### src/rtl/cr16_pkg.sv
// Shared CR16 control definitions: FSM states, opcode/extension fields, condition codes.
// Latency: n/a (types, constants and pure helper functions only).
// Backpressure: n/a.
package cr16_pkg;

    typedef enum logic [3:0] {
        FETCH   = 4'd0,
        DECODE  = 4'd1,
        EXEC_R  = 4'd2,
        EXEC_I  = 4'd3,
        SHIFT   = 4'd4,
        LD_ADDR = 4'd5,
        LD_WB   = 4'd6,
        STORE   = 4'd7,
        JUMP    = 4'd8,
        BRANCH  = 4'd9,
        JAL     = 4'd10
    } state_t;

    // Primary opcode, instr[15:12]
    localparam logic [3:0] OP_RTYPE = 4'b0000;
    localparam logic [3:0] OP_ANDI  = 4'b0001;
    localparam logic [3:0] OP_ORI   = 4'b0010;
    localparam logic [3:0] OP_XORI  = 4'b0011;
    localparam logic [3:0] OP_MEM   = 4'b0100;
    localparam logic [3:0] OP_ADDI  = 4'b0101;
    localparam logic [3:0] OP_SHIFT = 4'b1000;
    localparam logic [3:0] OP_SUBI  = 4'b1001;
    localparam logic [3:0] OP_CMPI  = 4'b1011;
    localparam logic [3:0] OP_BCOND = 4'b1100;
    localparam logic [3:0] OP_MOVI  = 4'b1101;
    localparam logic [3:0] OP_LUI   = 4'b1111;

    // Extension field, instr[7:4]; ALU codes share the immediate opcode values
    localparam logic [3:0] EXT_ADD   = 4'b0101;
    localparam logic [3:0] EXT_SUB   = 4'b1001;
    localparam logic [3:0] EXT_CMP   = 4'b1011;
    localparam logic [3:0] EXT_LOAD  = 4'b0000;
    localparam logic [3:0] EXT_STOR  = 4'b0100;
    localparam logic [3:0] EXT_JAL   = 4'b1000;
    localparam logic [3:0] EXT_JCOND = 4'b1100;

    // Condition codes, instr[11:8]
    localparam logic [3:0] COND_EQ = 4'b0000;
    localparam logic [3:0] COND_NE = 4'b0001;
    localparam logic [3:0] COND_CS = 4'b0010;
    localparam logic [3:0] COND_CC = 4'b0011;
    localparam logic [3:0] COND_HI = 4'b0100;
    localparam logic [3:0] COND_LS = 4'b0101;
    localparam logic [3:0] COND_GT = 4'b0110;
    localparam logic [3:0] COND_LE = 4'b0111;
    localparam logic [3:0] COND_FS = 4'b1000;
    localparam logic [3:0] COND_FC = 4'b1001;
    localparam logic [3:0] COND_LO = 4'b1010;
    localparam logic [3:0] COND_HS = 4'b1011;
    localparam logic [3:0] COND_LT = 4'b1100;
    localparam logic [3:0] COND_GE = 4'b1101;
    localparam logic [3:0] COND_UC = 4'b1110;
    localparam logic [3:0] COND_NV = 4'b1111;

    // DataOut select
    localparam logic [1:0] CR_SHIFT = 2'b00;
    localparam logic [1:0] CR_ALU   = 2'b01;
    localparam logic [1:0] CR_PCALU = 2'b10;
    localparam logic [1:0] CR_LINK  = 2'b11;

    // All single-bit control outputs plus the DataOut select
    typedef struct packed {
        logic       iren;
        logic       pcen;
        logic       psren;
        logic       next_instr;
        logic       store_reg;
        logic       mem_write;
        logic       write_data;
        logic       reg_write;
        logic       zero_extend;
        logic       src_b;
        logic       shift_type;
        logic       jmp_en;
        logic       branch_en;
        logic       jal_en;
        logic [1:0] choose_result;
    } ctrl_t;

    // ADD/SUB/CMP (and their immediate forms) are the only flag writers
    function automatic logic sets_flags(input logic [3:0] code);
        return (code == EXT_ADD) || (code == EXT_SUB) || (code == EXT_CMP);
    endfunction

    // Logical immediates and LUI take a zero-extended immediate
    function automatic logic is_zext_op(input logic [3:0] opc);
        return (opc == OP_ANDI) || (opc == OP_ORI) || (opc == OP_XORI) || (opc == OP_LUI);
    endfunction

endpackage

### src/rtl/control_fsm_if.sv
// Control bundle between the CR16 control FSM (master) and the datapath (slave).
// Latency: n/a (wires only).
// Backpressure: none; the datapath consumes every control word in the cycle it is presented.
// Signals: instr/PSR flow datapath->FSM; all enables, selects and ALUcond flow FSM->datapath.
interface control_fsm_if #(
    parameter int WIDTH   = 16,
    parameter int REGBITS = 4
);
    logic [WIDTH-1:0]   instr;
    logic [4:0]         PSR;
    logic               IREN;
    logic               PCEN;
    logic               PSREN;
    logic               NextInstruction;
    logic               StoreReg;
    logic               MemWrite;
    logic               WriteData;
    logic               regWrite;
    logic               ZeroExtend;
    logic               SrcB;
    logic               shiftType;
    logic [REGBITS-1:0] ALUcond;
    logic               JmpEN;
    logic               BranchEN;
    logic               JALEN;
    logic [1:0]         chooseResult;

    modport master (
        input  instr, PSR,
        output IREN, PCEN, PSREN, NextInstruction, StoreReg, MemWrite, WriteData,
               regWrite, ZeroExtend, SrcB, shiftType, ALUcond, JmpEN, BranchEN,
               JALEN, chooseResult
    );

    modport slave (
        output instr, PSR,
        input  IREN, PCEN, PSREN, NextInstruction, StoreReg, MemWrite, WriteData,
               regWrite, ZeroExtend, SrcB, shiftType, ALUcond, JmpEN, BranchEN,
               JALEN, chooseResult
    );
endinterface

### src/rtl/cond_eval.sv
// Branch/jump condition evaluation from the 4-bit condition field and PSR {N,Z,F,L,C}.
// Latency: combinational.
// Backpressure: none.
// Ports: cond_i condition field, psr_i flags, taken_o condition true.
module cond_eval
    import cr16_pkg::*;
(
    input  logic [3:0] cond_i,
    input  logic [4:0] psr_i,
    output logic       taken_o
);
    logic n_flag, z_flag, f_flag, l_flag, c_flag;

    assign {n_flag, z_flag, f_flag, l_flag, c_flag} = psr_i;

    always_comb begin
        taken_o = 1'b0;
        case (cond_i)
            COND_EQ: taken_o = z_flag;
            COND_NE: taken_o = ~z_flag;
            COND_CS: taken_o = c_flag;
            COND_CC: taken_o = ~c_flag;
            COND_HI: taken_o = l_flag;
            COND_LS: taken_o = ~l_flag;
            COND_GT: taken_o = n_flag;
            COND_LE: taken_o = ~n_flag;
            COND_FS: taken_o = f_flag;
            COND_FC: taken_o = ~f_flag;
            COND_LO: taken_o = ~l_flag & ~z_flag;
            COND_HS: taken_o = l_flag | z_flag;
            COND_LT: taken_o = ~n_flag & ~z_flag;
            COND_GE: taken_o = n_flag | z_flag;
            COND_UC: taken_o = 1'b1;
            default: taken_o = 1'b0;
        endcase
    end
endmodule

### src/rtl/control_fsm.sv
// Multicycle CR16 control FSM: fetch, decode, execute/write-back with registered Moore outputs.
// Latency: 3 cycles per instruction, 4 for loads; PCEN pulses once in the last cycle.
// Backpressure: none; the sequence free-runs, reset (active-low, async) is the only stall.
// Ports: clk, reset; bus (master) carries instr/PSR in and all datapath controls out.
module control_fsm
    import cr16_pkg::*;
#(
    parameter int WIDTH   = 16,
    parameter int REGBITS = 4
)
(
    input  logic          clk,
    input  logic          reset,
    control_fsm_if.master bus
);
    state_t             state_q, state_d;
    ctrl_t              ctrl_q, ctrl_d;
    logic [REGBITS-1:0] alu_q, alu_d;

    logic [WIDTH-1:0]   instr_w;
    logic [3:0]         op, ext, cnd, exec_code;
    state_t             dec_state;
    logic               dec_nop;
    logic               cond_taken;
    logic               unused_instr;

    assign instr_w      = bus.instr;
    assign op           = instr_w[15:12];
    assign cnd          = instr_w[11:8];
    assign ext          = instr_w[7:4];
    assign unused_instr = ^instr_w[3:0];

    // PSR is sampled on the edge that enters BRANCH/JUMP, so later flag
    // updates cannot disturb the instruction in flight.
    cond_eval u_cond (
        .cond_i  (cnd),
        .psr_i   (bus.PSR),
        .taken_o (cond_taken)
    );

    // Instruction class; unrecognised encodings run as an EXEC_R with no writes.
    always_comb begin
        dec_state = EXEC_R;
        dec_nop   = 1'b0;
        case (op)
            OP_RTYPE: dec_state = EXEC_R;
            OP_ANDI, OP_ORI, OP_XORI, OP_ADDI,
            OP_SUBI, OP_CMPI, OP_MOVI, OP_LUI: dec_state = EXEC_I;
            OP_SHIFT: dec_state = SHIFT;
            OP_BCOND: dec_state = BRANCH;
            OP_MEM: begin
                case (ext)
                    EXT_LOAD:  dec_state = LD_ADDR;
                    EXT_STOR:  dec_state = STORE;
                    EXT_JAL:   dec_state = JAL;
                    EXT_JCOND: dec_state = JUMP;
                    default:   dec_nop   = 1'b1;
                endcase
            end
            default: dec_nop = 1'b1;
        endcase
    end

    // Next state. Out of reset the FSM sits in FETCH with IREN low; the first
    // clock re-enters FETCH with IREN high so the first fetch is a full cycle.
    always_comb begin
        state_d = state_q;
        case (state_q)
            FETCH:   state_d = ctrl_q.iren ? DECODE : FETCH;
            DECODE:  state_d = dec_state;
            LD_ADDR: state_d = LD_WB;
            default: state_d = FETCH;
        endcase
    end

    // Outputs are decoded for the state being entered and registered with it.
    // instr is held by the instruction register from DECODE to the end of the
    // instruction, so decoding it one cycle early is safe.
    always_comb begin
        ctrl_d    = '0;
        alu_d     = '0;
        exec_code = (state_d == EXEC_R) ? ext : op;
        case (state_d)
            FETCH: begin
                ctrl_d.iren       = 1'b1;
                ctrl_d.next_instr = 1'b1;
            end
            EXEC_R, EXEC_I: begin
                ctrl_d.src_b         = (state_d == EXEC_R);
                alu_d                = REGBITS'(exec_code);
                ctrl_d.choose_result = CR_ALU;
                ctrl_d.write_data    = 1'b1;
                ctrl_d.pcen          = 1'b1;
                ctrl_d.psren         = ~dec_nop & sets_flags(exec_code);
                ctrl_d.reg_write     = ~dec_nop & (exec_code != EXT_CMP);
                ctrl_d.zero_extend   = (state_d == EXEC_I) & is_zext_op(op);
            end
            SHIFT: begin
                ctrl_d.choose_result = CR_SHIFT;
                ctrl_d.shift_type    = ~ext[0];
                ctrl_d.reg_write     = 1'b1;
                ctrl_d.write_data    = 1'b1;
                ctrl_d.pcen          = 1'b1;
            end
            LD_WB: begin
                ctrl_d.reg_write = 1'b1;
                ctrl_d.pcen      = 1'b1;
            end
            STORE: begin
                ctrl_d.store_reg = 1'b1;
                ctrl_d.mem_write = 1'b1;
                ctrl_d.pcen      = 1'b1;
            end
            JUMP: begin
                ctrl_d.pcen   = 1'b1;
                ctrl_d.jmp_en = cond_taken;
            end
            BRANCH: begin
                ctrl_d.pcen      = 1'b1;
                ctrl_d.branch_en = cond_taken;
            end
            JAL: begin
                ctrl_d.jal_en        = 1'b1;
                ctrl_d.jmp_en        = 1'b1;
                ctrl_d.choose_result = CR_LINK;
                ctrl_d.reg_write     = 1'b1;
                ctrl_d.write_data    = 1'b1;
                ctrl_d.pcen          = 1'b1;
            end
            default: ; // DECODE and LD_ADDR drive nothing; memory address falls to regData2
        endcase
    end

    always_ff @(posedge clk or negedge reset) begin
        if (!reset) begin
            state_q <= FETCH;
            ctrl_q  <= '0;
            alu_q   <= '0;
        end else begin
            state_q <= state_d;
            ctrl_q  <= ctrl_d;
            alu_q   <= alu_d;
        end
    end

    assign bus.IREN            = ctrl_q.iren;
    assign bus.PCEN            = ctrl_q.pcen;
    assign bus.PSREN           = ctrl_q.psren;
    assign bus.NextInstruction = ctrl_q.next_instr;
    assign bus.StoreReg        = ctrl_q.store_reg;
    assign bus.MemWrite        = ctrl_q.mem_write;
    assign bus.WriteData       = ctrl_q.write_data;
    assign bus.regWrite        = ctrl_q.reg_write;
    assign bus.ZeroExtend      = ctrl_q.zero_extend;
    assign bus.SrcB            = ctrl_q.src_b;
    assign bus.shiftType       = ctrl_q.shift_type;
    assign bus.ALUcond         = alu_q;
    assign bus.JmpEN           = ctrl_q.jmp_en;
    assign bus.BranchEN        = ctrl_q.branch_en;
    assign bus.JALEN           = ctrl_q.jal_en;
    assign bus.chooseResult    = ctrl_q.choose_result;
endmodule

### src/flat_wrapper.sv
// flat-port wrapper written by rule: the top's interface ports become plain ports
module control_fsm_flat import cr16_pkg::*;
#(
    parameter int WIDTH   = 16,
    parameter int REGBITS = 4
)
  (clk, reset, bus_instr, bus_PSR, bus_IREN, bus_PCEN, bus_PSREN, bus_NextInstruction, bus_StoreReg, bus_MemWrite, bus_WriteData, bus_regWrite, bus_ZeroExtend, bus_SrcB, bus_shiftType, bus_ALUcond, bus_JmpEN, bus_BranchEN, bus_JALEN, bus_chooseResult);
  control_fsm_if #(.WIDTH(WIDTH), .REGBITS(REGBITS)) bus_i ();
  input  logic clk;
  input  logic reset;
  input wire logic [$bits(bus_i.instr)-1:0] bus_instr;
  input wire logic [$bits(bus_i.PSR)-1:0] bus_PSR;
  output wire logic [$bits(bus_i.IREN)-1:0] bus_IREN;
  output wire logic [$bits(bus_i.PCEN)-1:0] bus_PCEN;
  output wire logic [$bits(bus_i.PSREN)-1:0] bus_PSREN;
  output wire logic [$bits(bus_i.NextInstruction)-1:0] bus_NextInstruction;
  output wire logic [$bits(bus_i.StoreReg)-1:0] bus_StoreReg;
  output wire logic [$bits(bus_i.MemWrite)-1:0] bus_MemWrite;
  output wire logic [$bits(bus_i.WriteData)-1:0] bus_WriteData;
  output wire logic [$bits(bus_i.regWrite)-1:0] bus_regWrite;
  output wire logic [$bits(bus_i.ZeroExtend)-1:0] bus_ZeroExtend;
  output wire logic [$bits(bus_i.SrcB)-1:0] bus_SrcB;
  output wire logic [$bits(bus_i.shiftType)-1:0] bus_shiftType;
  output wire logic [$bits(bus_i.ALUcond)-1:0] bus_ALUcond;
  output wire logic [$bits(bus_i.JmpEN)-1:0] bus_JmpEN;
  output wire logic [$bits(bus_i.BranchEN)-1:0] bus_BranchEN;
  output wire logic [$bits(bus_i.JALEN)-1:0] bus_JALEN;
  output wire logic [$bits(bus_i.chooseResult)-1:0] bus_chooseResult;
  assign bus_i.instr = bus_instr;
  assign bus_i.PSR = bus_PSR;
  assign bus_IREN = bus_i.IREN;
  assign bus_PCEN = bus_i.PCEN;
  assign bus_PSREN = bus_i.PSREN;
  assign bus_NextInstruction = bus_i.NextInstruction;
  assign bus_StoreReg = bus_i.StoreReg;
  assign bus_MemWrite = bus_i.MemWrite;
  assign bus_WriteData = bus_i.WriteData;
  assign bus_regWrite = bus_i.regWrite;
  assign bus_ZeroExtend = bus_i.ZeroExtend;
  assign bus_SrcB = bus_i.SrcB;
  assign bus_shiftType = bus_i.shiftType;
  assign bus_ALUcond = bus_i.ALUcond;
  assign bus_JmpEN = bus_i.JmpEN;
  assign bus_BranchEN = bus_i.BranchEN;
  assign bus_JALEN = bus_i.JALEN;
  assign bus_chooseResult = bus_i.chooseResult;
  control_fsm #(.WIDTH(WIDTH), .REGBITS(REGBITS)) u_core (.clk(clk), .reset(reset), .bus(bus_i));
endmodule
### config.mk
export PLATFORM = sky130hd
export DESIGN_NAME = control_fsm_flat
export DESIGN_NICKNAME = d
export VERILOG_FILES = /design/src/rtl/cr16_pkg.sv /design/src/rtl/control_fsm_if.sv /design/src/rtl/cond_eval.sv /design/src/rtl/control_fsm.sv /design/src/flat_wrapper.sv
export SDC_FILE = /design/constraint.sdc
export NUM_CORES = 1
export LEC_CHECK = 0
export BUFFER_PORTS_ARGS = -buffer_cell sky130_fd_sc_hd__buf_4
export CORE_ASPECT_RATIO = 1.1
export CORE_MARGIN = 1
export CORE_UTILIZATION = 49
export CTS_CLUSTER_SIZE = 8
export DETAILED_ROUTE_END_ITERATION = 8
export PLACE_DENSITY = 0.78
export SYNTH_ARGS = -nofsm -noshare
export SYNTH_HDL_FRONTEND = slang
export SYNTH_HIERARCHICAL = 1
export SYNTH_SLANG_ARGS = --single-unit
### constraint.sdc
create_clock -name clk -period 2.1 [get_ports clk]
set_input_delay 0.42 -clock clk [delete_from_list [all_inputs] [get_ports clk]]
set_output_delay 0.42 -clock clk [all_outputs]
set_load 0.03 [all_outputs]
---- Word level (Yosys, flattened, before mapping) ----
Index checks and enable logic that the tools add are counted.
word-level totals
  flip-flop bits (word level) ............. 23
  output and inout bits ................... 20
  logic and storage cells ................. 110
cells by class
  equality and inequality tests ........... 42
  multiplexer cells ....................... 21
  bitwise operators ....................... 14
  reductions and logical operators ........ 17
operators by type and width
  cell                                                              number
  4-bit == test (second input constant)                             20
  4-bit by 3-bit == test with 1-bit output (second input constant)  12
  4-bit one-hot mux with 4 select lines                             2
  4-bit by 2-bit == test with 1-bit output (second input constant)  6
  4-bit logical NOT                                                 5
  8-bit OR reduction                                                2
  1-bit one-hot mux with 15 select lines                            1
  4-bit by 1-bit == test with 1-bit output (second input constant)  3
  4-bit one-hot mux with 3 select lines                             1
  11-bit OR reduction                                               1
  1-bit 2-to-1 mux                                                  9
  4-bit 2-to-1 mux                                                  2
  4-bit OR reduction                                                2
  1-bit inverter                                                    7
  1-bit one-hot mux with 2 select lines                             3
  1-bit AND                                                         5
  1-bit logical OR                                                  5
  2-bit 2-to-1 mux                                                  2
  4-bit inequality test (second input constant)                     1
  2-bit one-hot mux with 2 select lines                             1
  3-bit OR reduction                                                1
  1-bit OR                                                          2
  2-bit OR reduction                                                1

---- Longest topological paths before layout ----
Gate-level depths: netlist of the first run.
  word-level depth ........................ 11
  gate-level depth with buffers ........... 7
  mapped depth without buffers ............ 6

---- Hierarchy ----
Netlist of the first run, hierarchy kept.
by module, submodules not included
  module       instances  cells each  area an instance (um2)
  control_fsm  1          104         1,101.1
  cond_eval    1          25          180.2

---- Least setup slack after synthesis of the first run ----
No wires, ideal clock.
  kind .................................... input-to-reg
  from .................................... in bus_instr[10]
  to ...................................... reg u_core.ctrl_q, in the netlist u_core/bus.JmpEN
  arrival time ............................ 1,786 ps
  required time ........................... 1,980 ps
  path slack .............................. 193 ps
  stages .................................. 6
  path buffers ............................ 1
  cell sequence ........................... buf_6 -> inv_2 -> o311a_1 -> o311a_1 -> or4_1 -> o211a_1
RTL lines
  item                  line                text
  start, declared       flat_wrapper.sv:11  input wire logic [$bits(bus_i.instr)-1:0] bus_instr;
  end signal, assigned  control_fsm.sv:141  ctrl_q <= ctrl_d;
  end, declared         control_fsm.sv:17   ctrl_t ctrl_q, ctrl_d;

==> results of run 1 <==
## cells by family after synthesis
| kind of cell | after synthesis | share of synthesized area (%) |
|---|---|---|
| AO/OA/AOI/OAI | 30 | 16.1 |
| AND/OR/NAND/NOR | 58 | 29.7 |
| XOR/XNOR | 3 | 2.05 |
| flip-flops | 22 | 43.0 |
| multiplexers | 3 | 2.34 |
| buffers and inverters | 13 | 6.84 |
## per-layer routing
| metal | share of wire [%] | vias to the layer above | wire (µm) | global-route usage (%) |
|---|---|---|---|---|
| met3 | 4.9 | 8 | 137 | 1.64 |
| met5 | 0 | - | 0 | 0 |
| met2 | 51 | 52 | 1420 | 36.0 |
| li1 | - | 540 | - | - |
| met4 | 2.3 | 0 | 65 | 10.3 |
| met1 | 42 | 554 | 1180 | 28.6 |
## cells in the mapped netlist, types with 2 or more instances
master,instances
sky130_fd_sc_hd__mux2i_1,3
sky130_fd_sc_hd__nor4b_1,2
sky130_fd_sc_hd__a211oi_1,2
sky130_fd_sc_hd__nor3_1,4
sky130_fd_sc_hd__dfrtp_1,22
sky130_fd_sc_hd__buf_4,3
sky130_fd_sc_hd__nand3_1,2
sky130_fd_sc_hd__o21ai_0,4
sky130_fd_sc_hd__nor2_4,2
sky130_fd_sc_hd__nor2_1,12
sky130_fd_sc_hd__a21oi_1,8
sky130_fd_sc_hd__clkbuf_1,2
sky130_fd_sc_hd__o311a_1,2
sky130_fd_sc_hd__buf_2,2
sky130_fd_sc_hd__nor3b_1,4
sky130_fd_sc_hd__nor2b_1,3
sky130_fd_sc_hd__nand2b_1,2
sky130_fd_sc_hd__buf_6,3
sky130_fd_sc_hd__a31oi_1,2
sky130_fd_sc_hd__nor4_1,4
sky130_fd_sc_hd__xor2_1,3
sky130_fd_sc_hd__nand2_1,7
## through the flow
step	util (%)	instances	hold slack (ns)	worst slack, ns	cell area (µm²)
3_5_place_dp	62.0	190	0.320	0.0697	1550
6_report	63.8	195	0.298	0.326	1590
2_1_floorplan	-	129	0.124	0.193	1280
5_1_grt	63.8	195	0.294	0.278	1590
3_3_place_gp	62.0	190	0.315	0.0966	1550
4_1_cts	63.8	195	0.292	0.365	1590
## worst max-delay path, cell delays in order, from the launching register on
cell and delay (ns):
sky130_fd_sc_hd__dfrtp_1 0.40, sky130_fd_sc_hd__or3b_4 0.45, sky130_fd_sc_hd__a21oi_1 0.19, sky130_fd_sc_hd__o31a_1 0.31
sky130_fd_sc_hd__nand3b_1 0.20, sky130_fd_sc_hd__o21ai_0 0.11
## final cells by class
cell class	instances	area share (%)
tap	31	2.44
clock buffer	4	2.28
sequential	22	34.6
timing repair buffer	41	19.5
multi-input combinational	94	40.4
inverter	3	0.864
## timing repair
action	CTS	global route
endpoints found under the setup margin	0	0
setup buffers	0	0
hold endpoints to repair	22	0
hold buffers	1	0
## final timing paths
| kind | depth (start not counted) | slack [ns] | to | start |
|---|---|---|---|---|
| min in group asynchronous | 2 | 0.52 | u_core/bus.chooseResult[0] | reset |
| setup / recovery | 5 | 0.33 | u_core/bus.WriteData | u_core/state_q[1] |
| hold reg to reg | 2 | 0.63 | u_core/bus.PCEN | u_core/state_q[3] |
| hold / removal | 2 | 0.30 | u_core/bus.shiftType | bus_instr[4] |
| max in group asynchronous | 2 | 1.36 | u_core/bus.ALUcond[3] | reset |
| setup reg to reg | 5 | 0.33 | u_core/bus.WriteData | u_core/state_q[1] |
## layout by cell type (no fill, tap or decap), drive strengths merged, types with 2 or more instances in the layout
| cell type | netlist | layout |
|---|---|---|
| a211oi | 2 | 2 |
| a21oi | 8 | 8 |
| a31oi | 2 | 2 |
| and2 | 2 | 2 |
| buf | 8 | 40 |
| clkbuf | 2 | 4 |
| dfrtp | 22 | 22 |
| inv | 3 | 3 |
| mux2i | 3 | 3 |
| nand2 | 7 | 7 |
| nand2b | 3 | 3 |
| nand3 | 3 | 3 |
| nor2 | 14 | 14 |
| nor2b | 3 | 3 |
| nor3 | 6 | 6 |
| nor3b | 4 | 4 |
| nor4 | 5 | 5 |
| nor4b | 2 | 2 |
| o21ai | 6 | 6 |
| o311a | 2 | 2 |
| xor2 | 3 | 3 |
## power by group
| part | internal, W | switching [W] | total [W] |
|---|---|---|---|
| logic | 0.000341 | 0.000545 | 0.000886 |
| clock network | 0.000106 | 0.000123 | 0.000229 |
| registers | 0.000525 | 0.0000378 | 0.000563 |
==> impl_metrics.csv, run 1 <==
group,metric,value,unit
sta,fmax,564,MHz
worst_hold_path,path_class_of_the_lowest_slack_min_delay_path,"in -> reg",
synthesis,synth_area_leader_cell,"sky130_fd_sc_hd__dfrtp_1",
grt,grtUsageTotal,21.8,%
final_layout,number_of_fillers_in_the_final_layout,204,
worst_setup_path,worst-setup-path-type,"reg -> reg",
drt,post_drt_via_cell_ratio,5.92,
synthesis,ys_async_sr_fraction,100,%
drt,drt_iter0_drc,31,
floorplan,io_pins,43,
drt,drt.antenna.violating_nets,0,
drt,drc,0,
pwr,irDropWorstVdd,0.625,mV
grt,antenna_found_initial,0,
drt,average_wire_per_standard_cell,14.3,µm
floorplan,floorplan.die_area,0.00282,mm²
final_layout,register_area,551,µm²
synthesis,synth-edff-count,0,
drt,count_of_vias_placed_by_the_detailed_router,1154,
floorplan,floorplan.rows,19,
sta,period_utilization_post_route,84.5,%
final_layout,drive_above_1_share,34.1,%
final_layout,n_antenna_cell,0,
sta,rsz0062_at_grt,"no",
drt,wl,2.79,mm
clocking,post_cts_resize_count,0,
pwr,cellPowerDensity,1050,mW/mm²
sta,setup_violations,0,
floorplan,die_h,55.6,µm
worst_setup_path,critical_path_arrival,1.96,ns
final_layout,multi_input_gate_area,643,µm²
synthesis,syn-mean-instance-area,9.93,µm²
final_layout,num-nets-final,188,
worst_setup_path,worst_setup_path_start_kind,"register",
synthesis,postSynthNetCount,152,
synthesis,mappedNetlistArea,0.00128,mm²
floorplan,starting_density_of_the_core,51.3,%
worst_setup_path,critical_path_required,2.28,ns
synthesis,synth-seq-cells,22,
sta,tightestPinTransition,0.456,ns
clocking,tritoncts,"done",
sta,hold_viol_final,0,
placement,gp_congestion,0.904,
job,cap_violations,0,
pwr,leakage,0.756,nW
clocking,insertion_delay,0.30,ns
pwr,design_power_total,0.00168,W
clocking,max-clock-path-buffers,2,
final_layout,area_growth_syn_to_layout,24.3,%
floorplan,dieWidth,50.8,µm
sta,slew_headroom,69.6,%
synthesis,synth_seq_area_share,43.0,%
clocking,clkTransAtPathRegs,0.12,ns
clocking,cts_htree_levels,1,
clocking,cts_num_sinks,22,
floorplan,placeableCoreArea,0.00250,mm²
grt,grt_max_degree,23,
clocking,cts_made_buffers,3,
status,outcome,"completed",
clocking,clock_tree.root_cell,"sky130_fd_sc_hd__clkbuf_4",
sta,fin_worst_skew,0.00806,ns
synthesis,synth.distinct_cells,53,
synthesis,synthDominantCellAreaShare,43.0,%
sta,timing.setup.tns,0,ns
sta,period_minus_slack,1.77,ns
grt,gr-total-overflow,0,
placement,port-buffer-count,38,
grt,grt_pass1_vias,1047,
synthesis,synth_flop_cell,"sky130_fd_sc_hd__dfrtp_1",
placement,dpl.hpwl,2.10,mm
synthesis,yosys-top-cells-area,"sky130_fd_sc_hd__dfrtp_1 (43%), sky130_fd_sc_hd__nor2_1 (3.5%), sky130_fd_sc_hd__a21oi_1 (3.1%)",
synthesis,synthCells,129,
synthesis,yosys_warnings,6,
drt,first_pass_detailed_route_iteration_total,4,
grt,grt_first_pass_wirelength,4.71,mm
sta,slew_violations,0,
worst_setup_path,biggest_fanout_along_the_worst_timing_path,7,
worst_setup_path,critPathCaptureType,"register",
Note: power is estimated with default switching activity, not from simulation.
==> run 2, diff against run 1 <==
Settings changed: ABC_AREA from default to 1, CORE_UTILIZATION 49 to 50.
Clock period 2.1 ns to 1.65 ns, I/O delays scaled along.
==> impl_metrics.csv, run 2 <==
group,metric,value,unit
status,outcome,"finished with violations",
status,violations,"negative setup slack",
floorplan,dieWidth,51.8,µm
sta,setup_ws_final,-0.0362,ns
sta,period_minus_slack,1.69,ns
synthesis,post-synth-top-count-cell,"sky130_fd_sc_hd__nand2_1",
placement,dpl.hpwl,2.37,mm
drt,drc,0,
drt,drt_iter0_drc,36,
final_layout,num-nets-final,293,
worst_setup_path,critical_path_arrival,1.91,ns
pwr,sequentialPowerShare,28.6,%
grt,antenna_found_initial,0,
clocking,clkTransAtPathRegs,0.12,ns
pwr,power.net_switching,0.00113,W
synthesis,yosys_warnings,6,
final_layout,layout_common_cells,"sky130_fd_sc_hd__buf_4 (69), sky130_fd_sc_hd__nand2_1 (53), sky130_fd_sc_hd__inv_1 (25), sky130_fd_sc_hd__nor2_1 (25), sky130_fd_sc_hd__dfrtp_1 (22)",
sta,slew_headroom,80.1,%
drt,post_drt_via_cell_ratio,4.83,
synthesis,postSynthNetCount,220,
pwr,power.switching_fraction,44.8,%
worst_setup_path,critical_path.max_stage_delay,0.39,ns
clocking,tritoncts,"done",
placement,port-buffer-count,38,
synthesis,synthDominantCellAreaShare,40.3,%
sta,slew_violations,0,
floorplan,floorplan.die_area,0.00294,mm²
floorplan,io_pins,43,
final_layout,drive_above_1_share,43.1,%
pwr,leakage,1.16,nW
worst_setup_path,timing.critical_path.mode_cell,"sky130_fd_sc_hd__nand2_2",
sta,hold_viol_final,0,
clocking,max-clock-path-buffers,2,
final_layout,layout.cells.non_filler,300,
placement,placement.setup.worst_slack,-0.166,ns
floorplan,placeableCoreArea,0.00254,mm²
floorplan,starting_density_of_the_core,53.7,%
synthesis,synth.top_cells.by_count,"sky130_fd_sc_hd__nand2_1 (59), sky130_fd_sc_hd__nor2_1 (29), sky130_fd_sc_hd__inv_1 (27), sky130_fd_sc_hd__dfrtp_1 (22), sky130_fd_sc_hd__nand3_1 (21)",
pwr,gate_power_share,59.4,%
worst_setup_path,biggest_fanout_along_the_worst_timing_path,3,
clocking,cts_made_buffers,3,
synthesis,yosys-top-cells-area,"sky130_fd_sc_hd__dfrtp_1 (40%), sky130_fd_sc_hd__nand2_1 (16%), sky130_fd_sc_hd__nor2_1 (8.0%)",
floorplan,floorplan.rows,19,
pwr,irDropWorstVdd,1.04,mV
grt,gr-total-overflow,0,
worst_setup_path,worst_setup_path_start_kind,"register",
worst_setup_path,critPathCaptureType,"register",
drt,drt.antenna.violating_nets,0,
sta,fmax,593,MHz
sta,fin_worst_skew,0.00497,ns
clocking,cts_htree_levels,1,
synthesis,synth.distinct_cells,24,
grt,grt_pass1_vias,1303,
worst_setup_path,critical_path.cell_chain,"inv_2 > nor2_4 > nand2_2 > a21oi_4 > inv_4 > nor2_4 > nand2_2 > nand2_2 > nand2_2 > nor2_2 > nand2_1 > nand2_1 > nand2_1",
final_layout,most_common_cell_after_layout_fill_and_taps_aside,"sky130_fd_sc_hd__buf_4",
synthesis,synth-edff-count,0,
sta,tightestPinTransition,0.297,ns
sta,period_utilization_post_route,102,%
pwr,clock_power_share,12.0,%
final_layout,n_antenna_cell,0,
clocking,insertion_delay,0.32,ns
clocking,cts_num_sinks,22,
synthesis,synthCells,197,
grt,grt_max_degree,23,
synthesis,syn-mean-instance-area,6.93,µm²
grt,grt_first_pass_wirelength,5.35,mm
drt,average_wire_per_standard_cell,11.7,µm
drt,count_of_vias_placed_by_the_detailed_router,1449,
worst_hold_path,path_class_of_the_lowest_slack_min_delay_path,"in -> reg",
synthesis,synth_flop_cell,"sky130_fd_sc_hd__dfrtp_1",
synthesis,mappedNetlistArea,0.00137,mm²
grt,grtUsageTotal,24.1,%
placement,post_placement_cell_area,0.00187,mm²
pwr,cellPowerDensity,1250,mW/mm²
final_layout,design_area,0.00202,mm²
synthesis,ys_async_sr_fraction,100,%
worst_setup_path,worst-setup-path-type,"reg -> reg",
job,cap_violations,0,
drt,first_pass_detailed_route_iteration_total,4,
floorplan,die_h,56.8,µm
synthesis,synth-seq-cells,22,
worst_setup_path,crit_slowest_cell,"sky130_fd_sc_hd__dfrtp_1",
sta,setup_violations,1,
synthesis,synth_area_leader_cell,"sky130_fd_sc_hd__dfrtp_1",
placement,gp_congestion,0.821,
worst_setup_path,critical_path_required,1.87,ns
pwr,p_int,0.00139,W
final_layout,area_growth_syn_to_layout,47.8,%
clocking,clock_tree.root_cell,"sky130_fd_sc_hd__clkbuf_4",
placement,post-place-cells,290,
sta,rsz0062_at_grt,"yes",
drt,wl,3.50,mm
synthesis,synth_seq_area_share,40.3,%
run 2: logic make-up after synthesis:
family,Yosys count,synth area share [%]
AND/OR/NAND/NOR,131,44.4
AO/OA/AOI/OAI,7,4.31
flip-flops,22,40.3
buffers and inverters,37,11.0
run 2: worst paths after layout:
kind | slack (ns) | from | cells after the start | endpoint
max | -0.04 | u_core/state_q[0] | 13 | u_core/bus.regWrite
min | 0.19 | bus_instr[4] | 2 | u_core/bus.shiftType
max reg2reg | -0.04 | u_core/state_q[0] | 13 | u_core/bus.regWrite
min reg2reg | 0.60 | u_core/state_q[3] | 3 | u_core/state_q[1]
max in group asynchronous | 1.02 | reset | 2 | u_core/state_q[2]
min in group asynchronous | 0.41 | reset | 2 | u_core/bus.JALEN
run 2: what timing repair did:
action,in CTS,in global routing
setup endpoints to repair,0,12
endpoints found under the hold margin,22,0
hold buffers,1,0
gates resized for setup,0,19
setup buffers,0,5
run 2: metrics by stage:
step	hold WS, ns	util, %	setup TNS [ns]	total power [W]
floorplan	0.0344	-	0	0.00151
CTS	0.174	75.3	0	0.00234
detailed placement	0.227	73.5	-0.970	0.00203
finish	0.188	79.3	-0.0362	0.00252
global route	0.173	79.3	-0.274	0.00267
global placement	0.221	73.5	-0.515	0.00200
run 2: power groups by stage:
stage | combinational (W) | sequential, W | clock (W)
3_5_place_dp | 0.00130 | 0.000726 | 0
6_report | 0.00150 | 0.000722 | 0.000302
3_3_place_gp | 0.00128 | 0.000721 | 0
2_1_floorplan | 0.000569 | 0.000937 | 0
5_1_grt | 0.00161 | 0.000736 | 0.000318
4_1_cts | 0.00132 | 0.000716 | 0.000302
run 2: final cells by class:
cell class	count	area, µm²
Timing Repair Buffer	70	528
Tap cell	31	38.8
Inverter	35	135
Clock buffer	4	36.3
Fill cell	188	526
Multi-Input combinational cell	138	729
Sequential cell	22	551
run 2: worst max-delay path: cells and delay by family, from the launching register on:
family | cells | cell delay (ns)
AOI/OAI and AO/OA | 1 | 0.21
buffers and inverters | 2 | 0.12
and+or+nand+nor | 10 | 0.88
DFF | 1 | 0.39
run 2: metal layers:
| metal | routed length (µm) | vias to the layer above | global-route usage [%] |
|---|---|---|---|
| met1 | 1420 | 656 | 28.2 |
| met5 | 0 | - | 0 |
| li1 | - | 744 | - |
| met4 | 82 | 0 | 9.27 |
| met2 | 1890 | 41 | 43.6 |
| met3 | 108 | 8 | 2.44 |
